<file path="config.mk">
export PLATFORM = sky130hd
export DESIGN_NAME = rca_word_sequencer_flat
export DESIGN_NICKNAME = d
export VERILOG_FILES = /design/src/rtl/rca_seq_pkg.sv /design/src/rtl/rca_word_sequencer_if.sv /design/src/rtl/rca.sv /design/src/rtl/rca_word_sequencer.sv /design/src/flat_wrapper.sv
export SDC_FILE = /design/constraint.sdc
export NUM_CORES = 1
export LEC_CHECK = 0
export BUFFER_PORTS_ARGS = -buffer_cell sky130_fd_sc_hd__buf_2
export CORE_MARGIN = 8
export CORE_UTILIZATION = 58
export DETAILED_ROUTE_END_ITERATION = 8
export PLACE_DENSITY = 0.87
export SLEW_MARGIN = 5
export SYNTH_ARGS = -nofsm -noshare
export SYNTH_HDL_FRONTEND = slang
export SYNTH_SLANG_ARGS = --single-unit
</file>
<file path="constraint.sdc">
create_clock -name clk -period 6.7 [get_ports clk]
set_input_delay 1.005 -clock clk [delete_from_list [all_inputs] [get_ports clk]]
set_output_delay 1.005 -clock clk [all_outputs]
set_load 0.05 [all_outputs]
</file>
<file path="src/rtl/rca_seq_pkg.sv">
// Shared constants for the nibble-serial word adder.
// Holds the slice width and the controller state encoding.
package rca_seq_pkg;

  localparam int unsigned NIBBLE_W = 4;

  typedef enum logic [1:0] {
    ST_IDLE = 2'd0,
    ST_ADD  = 2'd1,
    ST_DONE = 2'd2
  } state_t;

endpackage

</file>
<file path="src/rtl/rca_word_sequencer_if.sv">
// Requester-side start/done bus of the word adder.
// Carries operands in and the held result out.
interface rca_word_sequencer_if #(
  parameter int unsigned NIBBLES = 4
);
  import rca_seq_pkg::*;

  localparam int unsigned W = NIBBLE_W * NIBBLES;

  logic         start;
  logic [W-1:0] a;
  logic [W-1:0] b;
  logic         c_in;
  logic         busy;
  logic         done;
  logic [W-1:0] sum;
  logic         c_out;
  logic         ovf;

  modport master (
    output start, a, b, c_in,
    input  busy, done, sum, c_out, ovf
  );

  modport slave (
    input  start, a, b, c_in,
    output busy, done, sum, c_out, ovf
  );

endinterface

</file>
<file path="src/rtl/rca.sv">
// Four-bit ripple-carry adder used as the shared slice datapath.
// Purely combinational; one full adder per bit.
module rca
  import rca_seq_pkg::*;
(
  input  logic [NIBBLE_W-1:0] a,
  input  logic [NIBBLE_W-1:0] b,
  input  logic                c_in,
  output logic [NIBBLE_W-1:0] sum,
  output logic                c_out
);

  logic [NIBBLE_W:0] carry;

  assign carry[0] = c_in;

  for (genvar i = 0; i < NIBBLE_W; i++) begin : g_fa
    assign sum[i]     = a[i] ^ b[i] ^ carry[i];
    assign carry[i+1] = (a[i] & b[i]) | (carry[i] & (a[i] ^ b[i]));
  end

  assign c_out = carry[NIBBLE_W];

endmodule

</file>
<file path="src/rtl/rca_word_sequencer.sv">
// Word-width adder that walks one 4-bit rca across NIBBLES slices, LSB first,
// chaining the carry through a register between slices.
module rca_word_sequencer
  import rca_seq_pkg::*;
#(
  parameter int unsigned NIBBLES = 4
) (
  input  logic                  clk,
  input  logic                  rst,
  rca_word_sequencer_if.slave   bus
);

  localparam int unsigned W     = NIBBLE_W * NIBBLES;
  localparam int unsigned IDX_W = $clog2(NIBBLES);
  localparam logic [IDX_W-1:0] IDX_LAST = IDX_W'(NIBBLES - 1);

  state_t             state_q, state_d;
  logic [IDX_W-1:0]   idx_q, idx_d;
  logic               carry_q, carry_d;
  logic [W-1:0]       a_q, a_d;
  logic [W-1:0]       b_q, b_d;
  logic [W-1:0]       sum_q, sum_d;
  logic               c_out_q, c_out_d;
  logic               ovf_q, ovf_d;
  logic               done_q, done_d;
  logic               busy_q, busy_d;

  logic [NIBBLE_W-1:0] slice_a, slice_b, slice_sum;
  logic                slice_co;

  // Slice mux: current nibble of each latched operand
  assign slice_a = a_q[NIBBLE_W*int'(idx_q) +: NIBBLE_W];
  assign slice_b = b_q[NIBBLE_W*int'(idx_q) +: NIBBLE_W];

  rca u_rca (
    .a     (slice_a),
    .b     (slice_b),
    .c_in  (carry_q),
    .sum   (slice_sum),
    .c_out (slice_co)
  );

  always_comb begin
    state_d = state_q;
    idx_d   = idx_q;
    carry_d = carry_q;
    a_d     = a_q;
    b_d     = b_q;
    sum_d   = sum_q;
    c_out_d = c_out_q;
    ovf_d   = ovf_q;

    case (state_q)
      ST_IDLE: begin
        if (bus.start) begin
          a_d     = bus.a;
          b_d     = bus.b;
          carry_d = bus.c_in;
          idx_d   = '0;
          sum_d   = '0;
          state_d = ST_ADD;
        end
      end
      ST_ADD: begin
        sum_d[NIBBLE_W*int'(idx_q) +: NIBBLE_W] = slice_sum;
        carry_d = slice_co;
        idx_d   = idx_q + IDX_W'(1);
        if (idx_q == IDX_LAST) begin
          // Top slice: its sum MSB is the new word sign bit
          c_out_d = slice_co;
          ovf_d   = (a_q[W-1] == b_q[W-1]) && (slice_sum[NIBBLE_W-1] != a_q[W-1]);
          state_d = ST_DONE;
        end
      end
      ST_DONE: state_d = ST_IDLE;
      default: state_d = ST_IDLE;
    endcase

    busy_d = (state_d != ST_IDLE);
    done_d = (state_d == ST_DONE);
  end

  always_ff @(posedge clk or posedge rst) begin
    if (rst) begin
      state_q <= ST_IDLE;
      idx_q   <= '0;
      carry_q <= 1'b0;
      a_q     <= '0;
      b_q     <= '0;
      sum_q   <= '0;
      c_out_q <= 1'b0;
      ovf_q   <= 1'b0;
      done_q  <= 1'b0;
      busy_q  <= 1'b0;
    end else begin
      state_q <= state_d;
      idx_q   <= idx_d;
      carry_q <= carry_d;
      a_q     <= a_d;
      b_q     <= b_d;
      sum_q   <= sum_d;
      c_out_q <= c_out_d;
      ovf_q   <= ovf_d;
      done_q  <= done_d;
      busy_q  <= busy_d;
    end
  end

  assign bus.busy  = busy_q;
  assign bus.done  = done_q;
  assign bus.sum   = sum_q;
  assign bus.c_out = c_out_q;
  assign bus.ovf   = ovf_q;

endmodule

</file>
<file path="src/flat_wrapper.sv">
// flat-port wrapper written by rule: the top's interface ports become plain ports
module rca_word_sequencer_flat import rca_seq_pkg::*;
#(
  parameter int unsigned NIBBLES = 4
)
  (clk, rst, bus_start, bus_a, bus_b, bus_c_in, bus_busy, bus_done, bus_sum, bus_c_out, bus_ovf);
  rca_word_sequencer_if #(.NIBBLES(NIBBLES)) bus_i ();
  input  logic clk;
  input  logic rst;
  input wire logic [$bits(bus_i.start)-1:0] bus_start;
  input wire logic [$bits(bus_i.a)-1:0] bus_a;
  input wire logic [$bits(bus_i.b)-1:0] bus_b;
  input wire logic [$bits(bus_i.c_in)-1:0] bus_c_in;
  output wire logic [$bits(bus_i.busy)-1:0] bus_busy;
  output wire logic [$bits(bus_i.done)-1:0] bus_done;
  output wire logic [$bits(bus_i.sum)-1:0] bus_sum;
  output wire logic [$bits(bus_i.c_out)-1:0] bus_c_out;
  output wire logic [$bits(bus_i.ovf)-1:0] bus_ovf;
  assign bus_i.start = bus_start;
  assign bus_i.a = bus_a;
  assign bus_i.b = bus_b;
  assign bus_i.c_in = bus_c_in;
  assign bus_busy = bus_i.busy;
  assign bus_done = bus_i.done;
  assign bus_sum = bus_i.sum;
  assign bus_c_out = bus_i.c_out;
  assign bus_ovf = bus_i.ovf;
  rca_word_sequencer #(.NIBBLES(NIBBLES)) u_core (.clk(clk), .rst(rst), .bus(bus_i));
endmodule
</file>
Yosys cells after proc, flatten, opt, wreduce, memory -nomap -nowiden

Index checks and enable logic that the tools add are counted.

Add/sub/neg operators: 2
Eq/ne operators: 6
Shift-type cells: 4
Muxes and demuxes: 10
Bitwise gates (word level): 20
Reduce and logical (&&, ||, !) cells: 7

Operator list:

| cell                                                                    | number |
|---|---|
| 4-bit negation with 34-bit output                                       | 1 |
| 4-bit by 34-bit variable shift with 16-bit output, first input constant | 1 |
| 4-bit by 34-bit variable part select with 16-bit output                 | 1 |
| 16-bit case mux with 2 select lines                                     | 1 |
| 16-bit by 5-bit variable part select with 4-bit output                  | 2 |
| 16-bit bitwise mux                                                      | 1 |
| 16-bit two-way mux                                                      | 1 |
| 1-bit AND                                                               | 8 |
| 2-bit case mux with 2 select lines                                      | 2 |
| 1-bit XOR                                                               | 8 |
| 2-bit two-way mux                                                       | 3 |
| 2-bit AND reduction                                                     | 3 |
| 2-bit equality test, second input constant                              | 2 |
| 1-bit OR                                                                | 4 |
| 2-bit nonzero test                                                      | 2 |
| 2-bit by 1-bit adder with 2-bit output, second input constant           | 1 |
| 2-bit by 1-bit equality test with 1-bit output, second input constant   | 1 |
| 2-bit logical NOT                                                       | 1 |
| 2-bit inequality test, second input constant                            | 1 |
| 1-bit case mux with 2 select lines                                      | 1 |
| 1-bit equality test                                                     | 1 |
| 1-bit logical AND                                                       | 1 |
| 1-bit two-way mux                                                       | 1 |
| 1-bit inequality test                                                   | 1 |

Register bits after elaboration: 57
Bits of input ports: 36
Output and inout port bits: 20
Logic and storage cells: 59

Logic depth before layout (Yosys ltp)

Gate-level depths: netlist (run 1).

Word-level depth: 12
Gate-level depth with buffers: 12
Mapped depth without buffers: 11

Hierarchy

Synthesis (run 1) repeated with hierarchy kept, for this count alone.

Cell total of the unflattened synthesis: 180
Area, all modules: 2806.4 µm²

By module, submodules not included:

| module             | instances | cells an instance | area each (µm²) | sequential area each (µm²) |
|---|---|---|---|---|
| rca_word_sequencer | 1         | 166               | 2688.8          | 1426.4 |
| rca                | 1         | 14                | 117.6           | 0.0 |

Least setup slack after synthesis (run 1)

No wires, ideal clock.

Path type: flip-flop to flip-flop
Start point: register u_core.idx_q[0]
End point: register u_core.ovf_q (netlist: u_core.bus.ovf)
Setup time: 0.082 ns
Arrival: 2.735 ns
Required time: 6.618 ns
Setup slack: 3.884 ns
Stages on the path, launching flop included: 13
Buffers on the path: 1
Period minus slack after synthesis: 2.816 ns
Path through: dfrtp_1 -> buf_6 -> mux4_1 -> inv_1 -> fa_1 -> inv_1 -> fa_1 -> inv_1 -> fa_1 -> inv_1 -> fa_1 -> nand3b_1 -> a31oi_1

Cells in the longest elaborated chain, start to end: 11
Elaborated cells between the ends (all ways): 20
Those cells by class: eq/ne (2); shift (2); bitwise (14); reduce/logical (2)

Ends and longest elaborated chain:

| what                                                                             | line                                               | RTL |
|---|---|---|
| start, declared                                                                  | rca_word_sequencer.sv:18                           | `logic [IDX_W-1:0] idx_q, idx_d;` |
| start signal, assigned                                                           | rca_word_sequencer.sv:97                           | `idx_q <= idx_d;` |
| 16-bit by 5-bit variable part select with 4-bit output, on equally long branches | rca_word_sequencer.sv:32, rca_word_sequencer.sv:33 |  |
| 1-bit XOR                                                                        | rca.sv:19                                          | `assign carry[i+1] = (a[i] & b[i]) \| (carry[i] & (a[i] ^ b[i]));` |
| 1-bit AND                                                                        | rca.sv:19                                          |  |
| 1-bit OR                                                                         | rca.sv:19                                          |  |
| 1-bit AND                                                                        | rca.sv:19                                          |  |
| 1-bit OR                                                                         | rca.sv:19                                          |  |
| 1-bit AND                                                                        | rca.sv:19                                          |  |
| 1-bit OR                                                                         | rca.sv:19                                          |  |
| 1-bit XOR                                                                        | rca.sv:18                                          | `assign sum[i] = a[i] ^ b[i] ^ carry[i];` |
| 1-bit inequality test                                                            | rca_word_sequencer.sv:71                           | `ovf_d = (a_q[W-1] == b_q[W-1]) && (slice_sum[NIBBLE_W-1] != a_q[W-1]);` |
| 1-bit logical AND                                                                | rca_word_sequencer.sv:71                           |  |
| end signal, assigned                                                             | rca_word_sequencer.sv:103                          | `ovf_q <= ovf_d;` |
| end, declared                                                                    | rca_word_sequencer.sv:24                           | `logic ovf_q, ovf_d;` |

Several ways; a longest one is shown, not always the timed one.
A chain may end at the register's enable or synchronous reset.

Worst setup path after layout (run 1)

Same ends and word-level chain as after synthesis.

==> results of run 1 <==
==> how the worst max path moves through the flow <==
stage | from | endpoint
after floorplan | u_core.idx_q[0] | u_core.bus.ovf
after global placement | u_core.idx_q[0] | u_core.bus.ovf
after detailed placement | u_core.idx_q[0] | u_core.bus.ovf
after CTS | u_core.idx_q[0] | u_core.bus.ovf
after global routing | u_core.idx_q[0] | u_core.bus.ovf
final | u_core.idx_q[0] | u_core.bus.ovf
==> metrics by stage <==
| step | hold WS [ns] | cell area [sq um] |
|---|---|---|
| 2_1_floorplan | 0.449 | 2650 |
| 6_report | 0.484 | 3100 |
| 4_1_cts | 0.489 | 3100 |
| 5_1_grt | 0.497 | 3100 |
| 3_5_place_dp | 0.470 | 2920 |
| 3_3_place_gp | 0.471 | 2920 |
==> sequential cells by signal, indices dropped and copies added, names as in the netlist <==
name              flops
u_core.state_q        2
u_core.bus.sum       16
u_core.carry_q        1
u_core.idx_q          2
u_core.b_q           16
u_core.bus.c_out      1
u_core.bus.busy       1
u_core.a_q           16
u_core.bus.done       1
u_core.bus.ovf        1
==> layer usage <==
layer  track usage  wire, um  vias up
met1         0.180      2300      806
met5             0         0        -
met3        0.0625       310        9
met4        0.0848        99        0
li1              -         -      778
met2         0.226      2470       51
==> cell families after synthesis <==
group | synth area share
adder cells (fa/ha/maj) | 0.0490
buffers and inverters | 0.0471
AO/OA/AOI/OAI | 0.0802
flip-flops | 0.537
AND/OR/NAND/NOR | 0.0684
multiplexers | 0.218
==> power by group through the flow <==
stage / logic, mW / registers, mW / clock network [mW]
3_5_place_dp: 0.938 / 0.639 / 0
4_1_cts: 0.943 / 0.634 / 0.291
5_1_grt: 1.01 / 0.652 / 0.307
6_report: 0.934 / 0.632 / 0.284
3_3_place_gp: 0.922 / 0.632 / 0
2_1_floorplan: 0.629 / 0.731 / 0
==> Yosys cell counts (3+ instances only) <==
master                      count
sky130_fd_sc_hd__a21o_1         5
sky130_fd_sc_hd__and3b_1        4
sky130_fd_sc_hd__nor2b_1        3
sky130_fd_sc_hd__mux4_1         6
sky130_fd_sc_hd__ha_1           4
sky130_fd_sc_hd__o2bb2ai_1      8
sky130_fd_sc_hd__mux2_2        30
sky130_fd_sc_hd__inv_1         12
sky130_fd_sc_hd__nor2_1         3
sky130_fd_sc_hd__buf_6          5
sky130_fd_sc_hd__dfrtp_1       57
sky130_fd_sc_hd__fa_1           4
sky130_fd_sc_hd__nand2_1        6
sky130_fd_sc_hd__a22o_1         8
==> layout make-up <==
type                            instances  area [sq um]  area share
Sequential cell                        57          1430       0.460
Multi-Input combinational cell        103          1100       0.355
Timing Repair Buffer                   56           283      0.0912
Clock buffer                           12           165      0.0532
Tap cell                               52          65.1      0.0210
Inverter                               12          45.0      0.0145
Clock inverter                          3          15.0     0.00484
==> out/summary.txt, run 1 <==
==================================================================================
Worst R2R Start                                                       u_core.idx_q[0]
Post-Synthesis Net Count                                                       224
List of cells traversed by the critical path                          mux4_1 -> inv_1 -> fa_1 -> inv_1 -> fa_1 -> inv_1 -> fa_1 -> inv_1 -> fa_1 -> nand3b_1 -> a31oi_1
Clk Latency, worst-skew pair                                               0.34 ns
Share of Yosys cell area claimed by the top area cell type                   0.537
Register bit count reported by yosys                                            57
Fraction of layout instances using a drive strength above 1                  0.444
Post-Synthesis Cells                                                           180
Filler cell count                                                              312
Pwr/cell area                                                          596 mW/mm^2
Power dissipated by switching net loads                                   0.780 mW
Async set or reset register ratio after synthesis                             1.00
Inserted Clock Buffers                                                           9
PostCTS Resize Cnt                                                               0
Cells taking the most area after synthesis                            sky130_fd_sc_hd__dfrtp_1, sky130_fd_sc_hd__mux2_2, sky130_fd_sc_hd__mux4_1
Die area                                                              0.00700 sq mm
Final core occ                                                               0.707
DR WL/cell                                                                 17.5 um
Vias                                                                          1644
Initial Util                                                                 0.605
Final wirelength                                                           5.18 mm
Number of buffers and inverters on the critical path                             4
CTS Sinks                                                                       57
Cell type contributing the most total cell area after synthesis       sky130_fd_sc_hd__dfrtp_1
Wire length of the first global-routing pass                               8.41 mm
Crit. End Element                                                        flip-flop
Worst Setup Start Kind                                                   flip-flop
Antenna cells                                                                    0
Static power due to leakage                                                1.53 nW
Worst r2r path cells                                                            11
Slowest cell on crit path                                             sky130_fd_sc_hd__dfrtp_1
Crit Path Max Fanout                                                            18
Count of final hold-check violations                                             0
Inst Count DP                                                                  280
Vias in the first global route                                                1797
Final setup slack of the worst path                                        3.28 ns
Post-synthesis cell type count                                                  33
Mapped cell area                                                      0.00265 sq mm
DRC violation count after routing                                                0
Count of max-cap constraint violations                                           0
Shortest period the worst path allows                                      3.42 ns
Required time of the worst setup path                                      6.95 ns
Sw Ratio                                                                     0.422
Internal power consumption                                                 1.07 mW
Signed area change from the synthesized netlist to the final layout          16.9%
Worst-path clk slew                                                        0.06 ns
Worst Hold Class                                                      flip-flop to flip-flop
CTS tree                                                                      done
Die outline height                                                         83.6 um
Hold bufs inserted after CTS                                                     0
FMAX                                                                     0.293 GHz
Number of I/O pins                                                              56
Critical Setup Path Class                                             flip-flop to flip-flop
Longest individual stage delay on the worst path                           0.78 ns
Status                                                                finished, final reports clean
Commonest cells after routing, fill and taps aside                    sky130_fd_sc_hd__dfrtp_1, sky130_fd_sc_hd__buf_2, sky130_fd_sc_hd__mux2_2
Post-route clock skew                                                   0.00817 ns
Global route total overflow                                                      0
Primary FF master, synth                                              sky130_fd_sc_hd__dfrtp_1
Number of optimization iterations in the first detailed-route pass               4
Sequential cell area fraction in the yosys report                            0.537
Power consumption                                                          1.85 mW
Most common library cell in the layout ignoring fill and taps         sky130_fd_sc_hd__dfrtp_1
Standard-cell rows                                                              24
Post-CTS setup buffer count                                                      0
Maximum buffer depth of the clock tree                                           2
1st-iter DRT viols                                                             103
Ys Warns                                                                         0
Part of the total power dissipated in the clock network                      0.154
Final sum of negative setup slack                                             0 ns
Max transition margin                                                        0.412
Detailed Place HPWL                                                        3.77 mm
Final ANT Viol Nets                                                              0
Cell class contributing the biggest share of worst-path delay          adder cells
Worst Path Arrival                                                         3.66 ns
Number of cells on the critical path                                            11
Transition time at the pin with the least slew margin                     0.880 ns
Initial antenna violation count                                                  0
Final Max Slew Viols                                                             0
RSZ-0062 raised after global routing                                            no
Endpoints failing setup                                                          0
Worst slack, placed                                                        3.28 ns
Post-Layout Cell Count                                                         295
Depth of the CTS H-tree                                                          3
Synthesized area divided by synthesized cell count                      14.7 sq um
Number of cells on the worst hold path                                           1
Comb power frac                                                              0.505
Root buffer cell                                                      sky130_fd_sc_hd__clkbuf_8
Destination of the worst hold path                                    u_core.bus.sum[10]
Layout Nets                                                                    283
Port Buffers                                                                    55
CORE AREA                                                             0.00438 sq mm
Worst VDD drop                                                              309 uV
Maximum number of pins on one net before global-route repair                    58
Critical hold path startpoint                                         u_core.bus.sum[10]
All-Layer GR Usage                                                           0.152
Period Utilization, post-route                                               0.510
Post-detailed-route via-to-cell ratio                                         5.57
Gp weighted congestion                                                       0.858
Number of enable-type register cells in the synthesized netlist                  0
Proportion of power drawn by flip-flops and latches                          0.341
Floorplan die width                                                        83.6 um
Destination of the worst register-to-register timing path             u_core.bus.ovf
Reg-to-reg slack, setup                                                    3.28 ns
==================================================================================
Power figures use the tool's default switching activity.
==> run 2: changes to the inputs <==
--- a/config.mk
+++ b/config.mk
@@ -7,9 +7,9 @@
 export LEC_CHECK = 0
 export BUFFER_PORTS_ARGS = -buffer_cell sky130_fd_sc_hd__buf_2
 export CORE_MARGIN = 8
-export CORE_UTILIZATION = 58
+export CORE_UTILIZATION = 54
 export DETAILED_ROUTE_END_ITERATION = 8
-export PLACE_DENSITY = 0.87
+export PLACE_DENSITY = 0.82
 export SLEW_MARGIN = 5
 export SYNTH_ARGS = -nofsm -noshare
 export SYNTH_HDL_FRONTEND = slang
==> constraint.sdc (replaced) <==
create_clock -name clk -period 3.2 [get_ports clk]
set_input_delay 0.48 -clock clk [delete_from_list [all_inputs] [get_ports clk]]
set_output_delay 0.48 -clock clk [all_outputs]
set_load 0.05 [all_outputs]
==> run 2 against run 1 <==
  * Sequential share of layout area decreased by 1.3 points
  * Global-route usage is 0.63 points higher
  * Worst hold slack worse by 0.33 ns
  * Design area up 2.9%
  * Sequential power is 110% higher
  * Critical endpoint unchanged
==> out/summary.txt, run 2 (same netlist as run 1, synthesis figures left out) <==
==================================================================================
Status                                                                finished, final reports clean
Die outline height                                                         86.1 um   +2.9%
Clk Latency, worst-skew pair                                               0.34 ns   about the same
Pwr/cell area                                                         1290 mW/mm^2   +120%
Floorplan die width                                                        86.1 um   +2.9%
Worst Setup Start Kind                                                   flip-flop
Maximum buffer depth of the clock tree                                           2   unchanged
Post-detailed-route via-to-cell ratio                                         5.34   -4.2%
Gp weighted congestion                                                       0.857   -0.14%
Transition time at the pin with the least slew margin                     0.845 ns   -0.0356 ns
Root buffer cell                                                      sky130_fd_sc_hd__clkbuf_8
Final wirelength                                                           5.42 mm   +4.8%
Number of optimization iterations in the first detailed-route pass               4   unchanged
Maximum number of pins on one net before global-route repair                    36   -38%
Period Utilization, post-route                                               0.923   +0.414
Hold bufs inserted after CTS                                                     0   unchanged
Worst slack, placed                                                       0.219 ns   -3.06 ns
Worst Path Arrival                                                         3.21 ns   -0.45 ns
Inst Count DP                                                                  298   +6.4%
Static power due to leakage                                                1.56 nW   +2.1%
CTS tree                                                                      done
Post-route clock skew                                                   0.00958 ns   +0.00141 ns
Critical Setup Path Class                                             flip-flop to flip-flop
Commonest cells after routing, fill and taps aside                    sky130_fd_sc_hd__dfrtp_1, sky130_fd_sc_hd__buf_2, sky130_fd_sc_hd__mux2_2
Post-detailed-placement cell area                                     0.00296 sq mm   +1.4%
All-Layer GR Usage                                                           0.158   +0.00633
Post-CTS setup buffer count                                                      0   unchanged
Initial antenna violation count                                                  0   unchanged
Final Max Slew Viols                                                             0   unchanged
Crit Path Max Fanout                                                             6   -12
Crit. End Element                                                        flip-flop
Final core occ                                                               0.676   -0.0317
PostCTS Resize Cnt                                                               0   unchanged
Depth of the CTS H-tree                                                          3   unchanged
Initial Util                                                                 0.562   -0.0435
Worst r2r path cells                                                            11   unchanged
CORE AREA                                                             0.00472 sq mm   +7.7%
Antenna cells                                                                    0   unchanged
Worst-path clk slew                                                        0.07 ns   about the same
Vias in the first global route                                                1835   +2.1%
Max transition margin                                                        0.435   +0.0238
Post-Layout Cell Count                                                         314   +6.4%
Count of max-cap constraint violations                                           0   unchanged
Standard-cell rows                                                              25   +4.2%
DRC violation count after routing                                                0   unchanged
CTS Sinks                                                                       57   unchanged
Count of final hold-check violations                                             0   unchanged
Worst VDD drop                                                              634 uV   +110%
Signed area change from the synthesized netlist to the final layout          20.3%
DR WL/cell                                                                 17.3 um   -1.6%
RSZ-0062 raised after global routing                                            no
Most common library cell in the layout ignoring fill and taps         sky130_fd_sc_hd__dfrtp_1
Vias                                                                          1677   +2.0%
Number of I/O pins                                                              56   unchanged
Final setup slack of the worst path                                       0.245 ns   -3.04 ns
Wire length of the first global-routing pass                               8.91 mm   +5.9%
Required time of the worst setup path                                      3.46 ns   -3.49 ns
1st-iter DRT viols                                                              62   -40%
Global route total overflow                                                      0   unchanged
Layout Nets                                                                    286   +1.1%
Shortest period the worst path allows                                      2.95 ns   -0.461 ns
Worst Hold Class                                                      input pin to asynchronous set/reset pin
Area of all placed cells without fillers                              0.00319 sq mm   +2.9%
Final sum of negative setup slack                                             0 ns   unchanged
Port Buffers                                                                    55   unchanged
Endpoints failing setup                                                          0   unchanged
Die area                                                              0.00741 sq mm   +6.0%
FMAX                                                                     0.338 GHz   +16%
Inserted Clock Buffers                                                           9   unchanged
Fraction of layout instances using a drive strength above 1                  0.453   +0.00900
Final ANT Viol Nets                                                              0   unchanged
Detailed Place HPWL                                                        3.99 mm   +6.1%
==================================================================================
## run 2: cell types whose count changed in the layout (fill, tap and decap cells not counted), sizes merged
cell      before  now
buf           56   59
bufinv         0    2
clkbuf        12   11
clkinv         3    2
clkinvlp       0    1
## run 2: power breakdown
group          leakage [nW]  switching (mW)  internal, mW
Combinational         0.740            1.18         0.871
Sequential            0.706           0.240          1.06
Clock                 0.115           0.286         0.478
Total                  1.56            1.71          2.41
## run 2: routing by layer
| layer | wire [um] | track usage |
|---|---|---|
| met2 | 2590 | 0.247 |
| met3 | 300 | 0.0506 |
| met4 | 92 | 0.0764 |
| met5 | 0 | 0 |
| met1 | 2440 | 0.192 |
## run 2: final timing paths
path,start,to,slack [ns]
worst min-delay path,rst,u_core.state_q[0],0.15
worst max-delay path,u_core.idx_q[0],u_core.bus.ovf,0.25
worst max register to register,u_core.idx_q[0],u_core.bus.ovf,0.25
worst min register to register,u_core.bus.sum[4],u_core.bus.sum[4],0.48
max in group asynchronous,rst,u_core.a_q[14],2.25
min in group clk,bus_a[7],u_core.a_q[7],0.36
## run 2: stage by stage
step           power, mW  hold slack [ns]
2_1_floorplan       2.85            0.449
3_3_place_gp        3.31            0.468
3_5_place_dp        3.37            0.469
4_1_cts             4.16            0.144
5_1_grt             4.37            0.191
6_report            4.11            0.151
## run 2: layout make-up
type                            count  area (sq um)
Multi-Input combinational cell    103          1100
Fill cell                         364          1530
Timing Repair Buffer               59           305
Sequential cell                    57          1430
Clock inverter                      5          77.6
Tap cell                           67          83.8
Inverter                           12          45.0
Clock buffer                       11           151
## run 2: worst max-delay path, cell delays in order, from the launching register on
cell,delay (ns)
sky130_fd_sc_hd__dfrtp_1,0.45
sky130_fd_sc_hd__mux4_1,0.58
sky130_fd_sc_hd__inv_1,0.10
sky130_fd_sc_hd__fa_1,0.16
sky130_fd_sc_hd__inv_1,0.05
sky130_fd_sc_hd__fa_1,0.34
sky130_fd_sc_hd__inv_1,0.07
sky130_fd_sc_hd__fa_1,0.16
sky130_fd_sc_hd__inv_1,0.05
sky130_fd_sc_hd__fa_1,0.56
sky130_fd_sc_hd__nand3b_1,0.21
sky130_fd_sc_hd__a31oi_1,0.15
==> run 3: changes to the inputs <==
--- a/config.mk
+++ b/config.mk
@@ -7,10 +7,11 @@
 export LEC_CHECK = 0
 export BUFFER_PORTS_ARGS = -buffer_cell sky130_fd_sc_hd__buf_2
 export CORE_MARGIN = 8
-export CORE_UTILIZATION = 54
+export CORE_UTILIZATION = 55
 export DETAILED_ROUTE_END_ITERATION = 8
-export PLACE_DENSITY = 0.82
+export PLACE_DENSITY = 0.83
 export SLEW_MARGIN = 5
 export SYNTH_ARGS = -nofsm -noshare
 export SYNTH_HDL_FRONTEND = slang
+export SYNTH_HIERARCHICAL = 1
 export SYNTH_SLANG_ARGS = --single-unit
==> run 3 against run 2 <==
  * Core utilization is 0.89 points lower
  * Synthesized cell count stayed put
  * Worst setup slack worse by 0.10 ns
  * Combinational power is 9.8% higher
  * First-iteration DRC count is 82% higher
  * Largest cell class unchanged
  * Power is 2.7% higher
  * Flip-flop and latch count stayed put
  * Via count is 2.6% higher
  * Routed wire length is 3.8% higher
  * Sequential share of layout area is 2.0 points lower
  * Clock skew is 0.00084 ns lower
==> out/summary.txt, run 3 <==
==================================================================================
RSZ-0062 raised after global routing                                            no
XOR/XNOR share of the synthesized area                                           0   unchanged
Post-detailed-route via-to-cell ratio                                         5.34   about the same
Adder-cell share of the synthesized area                                    0.0553   +0.00625
Global route total overflow                                                      0   unchanged
Die outline height                                                         87.4 um   +1.5%
DRC violation count after routing                                                0   unchanged
Worst-path clk slew                                                        0.07 ns   about the same
Count of max-cap constraint violations                                           0   unchanged
Signed area change from the synthesized netlist to the final layout          19.0%
Comb power frac                                                              0.533   +0.035
All-Layer GR Usage                                                           0.161   +0.00348
Gp weighted congestion                                                       0.873   +1.9%
Power dissipated by switching net loads                                    1.69 mW   -1.0%
Final wirelength                                                           5.63 mm   +3.8%
Layout Nets                                                                    293   +2.4%
Synthesized area divided by synthesized cell count                      15.6 sq um   +5.8%
Crit. End Element                                                        flip-flop
DR WL/cell                                                                 17.5 um   +1.3%
Number of buffers and inverters on the critical path                             4   unchanged
Root buffer cell                                                      sky130_fd_sc_hd__clkbuf_8
Period Utilization, post-route                                               0.956   +0.0326
Required time of the worst setup path                                      3.42 ns   -0.04 ns
Antenna cells                                                                    0   unchanged
Post-route clock skew                                                   0.00875 ns   -0.000836 ns
Maximum buffer depth of the clock tree                                           2   unchanged
Port Buffers                                                                    55   unchanged
Fraction of the mapped netlist area in simple logic gates                   0.0615   -0.00684
Worst Hold Class                                                      input pin to asynchronous set/reset pin
Share of Yosys cell area claimed by the top area cell type                   0.508   -0.0292
Primary FF master, synth                                              sky130_fd_sc_hd__dfrtp_1
Static power due to leakage                                                1.69 nW   +8.1%
Top-count cell post-synth                                             sky130_fd_sc_hd__dfrtp_1
Part of the total power dissipated in the clock network                      0.163   -0.023
Internal power consumption                                                 2.53 mW   +5.3%
Async set or reset register ratio after synthesis                             1.00   unchanged
Proportion of power drawn by flip-flops and latches                          0.304   -0.012
Floorplan die width                                                        87.4 um   +1.5%
Longest individual stage delay on the worst path                           0.53 ns   -0.05 ns
Post-Synthesis Net Count                                                       226   +0.89%
Commonest cells after routing, fill and taps aside                    sky130_fd_sc_hd__dfrtp_1, sky130_fd_sc_hd__buf_2, sky130_fd_sc_hd__mux2_4
Shortest period the worst path allows                                      3.06 ns   +0.104 ns
Critical Setup Path Class                                             flip-flop to flip-flop
Worst R2R Start                                                       u_core/idx_q[0]
Vias                                                                          1721   +2.6%
Post-synthesis cell type count                                                  33   unchanged
Cell type contributing the most total cell area after synthesis       sky130_fd_sc_hd__dfrtp_1
Ys Warns                                                                         6   +6
Worst Path Arrival                                                         3.28 ns   +0.07 ns
Area of all placed cells without fillers                              0.00334 sq mm   +4.7%
Sw Ratio                                                                     0.400   -0.0149
Hold bufs inserted after CTS                                                     0   unchanged
CTS Sinks                                                                       57   unchanged
Cell class contributing the biggest share of worst-path delay          adder cells
Mapped cell area                                                      0.00281 sq mm   +5.8%
Fraction of layout instances using a drive strength above 1                  0.516   +0.0624
Fraction of synthesized area in multiplexers                                 0.238   +0.0203
Final Max Slew Viols                                                             0   unchanged
Cells taking the most area after synthesis                            sky130_fd_sc_hd__dfrtp_1, sky130_fd_sc_hd__mux2_4, sky130_fd_sc_hd__mux4_2
CTS tree                                                                      done
Worst r2r path cells                                                            12   +1
Pwr/cell area                                                         1260 mW/mm^2   -1.9%
Vias in the first global route                                                1894   +3.2%
Fraction of the mapped netlist area in compound gates                       0.0807   +0.000545
Combinational family with the most area after synthesis               multiplexers
Final sum of negative setup slack                                             0 ns   unchanged
Clk Latency, worst-skew pair                                               0.33 ns   about the same
Standard-cell rows                                                              26   +4.0%
Worst Setup Start Kind                                                   flip-flop
Count of final hold-check violations                                             0   unchanged
Reg-to-reg slack, setup                                                    0.14 ns   -0.10 ns
Initial antenna violation count                                                  0   unchanged
List of cells traversed by the critical path                          mux4_2 -> fa_1 -> inv_1 -> fa_1 -> inv_1 -> fa_1 -> inv_1 -> fa_1 -> inv_1 -> and3b_1 -> a21oi_1 -> a21oi_1
Initial Util                                                                 0.560   -0.00166
Max transition margin                                                        0.405   -0.0309
Number of I/O pins                                                              56   unchanged
Status                                                                finished, final reports clean
Crit Path Max Fanout                                                             4   -2
Depth of the CTS H-tree                                                          3   unchanged
Number of enable-type register cells in the synthesized netlist                  0   unchanged
Wire length of the first global-routing pass                               9.20 mm   +3.3%
Detailed Place HPWL                                                        4.25 mm   +6.4%
Sequential cell area fraction in the yosys report                            0.508   -0.0292
Maximum number of pins on one net before global-route repair                    46   +28%
Transition time at the pin with the least slew margin                     0.892 ns   +0.0471 ns
Synth top cells by count                                              sky130_fd_sc_hd__dfrtp_1, sky130_fd_sc_hd__mux2_4, sky130_fd_sc_hd__a22o_1
Final ANT Viol Nets                                                              0   unchanged
Endpoints failing setup                                                          0   unchanged
Register bit count reported by yosys                                            57   unchanged
Most common library cell in the layout ignoring fill and taps         sky130_fd_sc_hd__dfrtp_1
FMAX                                                                     0.327 GHz   -3.4%
Worst VDD drop                                                              626 uV   -1.4%
Slowest cell on crit path                                             sky130_fd_sc_hd__mux4_2
CORE AREA                                                             0.00501 sq mm   +6.1%
Die area                                                              0.00764 sq mm   +3.1%
1st-iter DRT viols                                                             113   +82%
Number of cells on the critical path                                            12   +1
Post-detailed-placement cell area                                     0.00312 sq mm   +5.4%
Destination of the worst register-to-register timing path             u_core/bus.ovf
Inserted Clock Buffers                                                           9   unchanged
Number of optimization iterations in the first detailed-route pass               4   unchanged
Post-Synthesis Cells                                                           180   unchanged
==================================================================================
## run 3: repair_timing
action	4_1_cts	5_1_grt
setup buffers	0	1
endpoints found under the setup margin	0	1
resized for setup	0	1
## run 3: cells by family after synthesis
family          Yosys count
compound gates           29
simple gates             21
buf+inv                  22
flops                    57
mux                      41
fa+ha+maj                10
## run 3: cell type report
cell class	instances	area (sq um)
clock inverters	2	35.0
repair buffers	64	343
fillers	370	1670
multi-input cells	101	1220
clock buffers	14	173
well taps	70	87.6
inverters	14	52.6
flip-flops and latches	57	1430
## run 3: how the worst max path moves through the flow
stage / slack, ns / end / start
6_report: 0.14 / u_core/bus.ovf / u_core/idx_q[0]
5_1_grt: 0.02 / u_core/bus.ovf / u_core/idx_q[0]
4_1_cts: 0.07 / u_core/bus.ovf / u_core/idx_q[0]
3_5_place_dp: 0.08 / u_core/bus.ovf / u_core/idx_q[0]
3_3_place_gp: 0.20 / u_core/bus.ovf / u_core/idx_q[0]
2_1_floorplan: 0.008 / u_core/bus.ovf / u_core/idx_q[0]
## run 3: power by group through the flow
| stage | sequential [mW] | combinational (mW) | clock [mW] |
|---|---|---|---|
| after global routing | 1.33 | 2.43 | 0.738 |
| after CTS | 1.29 | 2.24 | 0.701 |
| after floorplan | 1.48 | 1.51 | 0 |
| after detailed placement | 1.29 | 2.23 | 0 |
| final | 1.28 | 2.25 | 0.686 |
| after global placement | 1.28 | 2.16 | 0 |
## run 3: metrics by stage
step | setup WS, ns | hold WS (ns) | power, mW | util | instances
6_report | 0.141 | 0.340 | 4.22 | 0.667 | 322
5_1_grt | 0.0157 | 0.358 | 4.49 | 0.667 | 322
4_1_cts | 0.0657 | 0.363 | 4.23 | 0.665 | 321
3_5_place_dp | 0.0800 | 0.484 | 3.52 | 0.624 | 305
3_3_place_gp | 0.199 | 0.485 | 3.44 | 0.624 | 305
2_1_floorplan | 0.00838 | 0.475 | 2.99 | - | 180
## run 3: per-layer routing
layer / global-route usage / wire, um / share of wire / vias to the layer above
li1: - / - / - / 782
met1: 0.190 / 2320 / 0.41 / 868
met2: 0.258 / 2810 / 0.50 / 60
met3: 0.0566 / 395 / 0.070 / 11
met4: 0.0719 / 108 / 0.019 / 0
met5: 0 / 0 / 0 / -
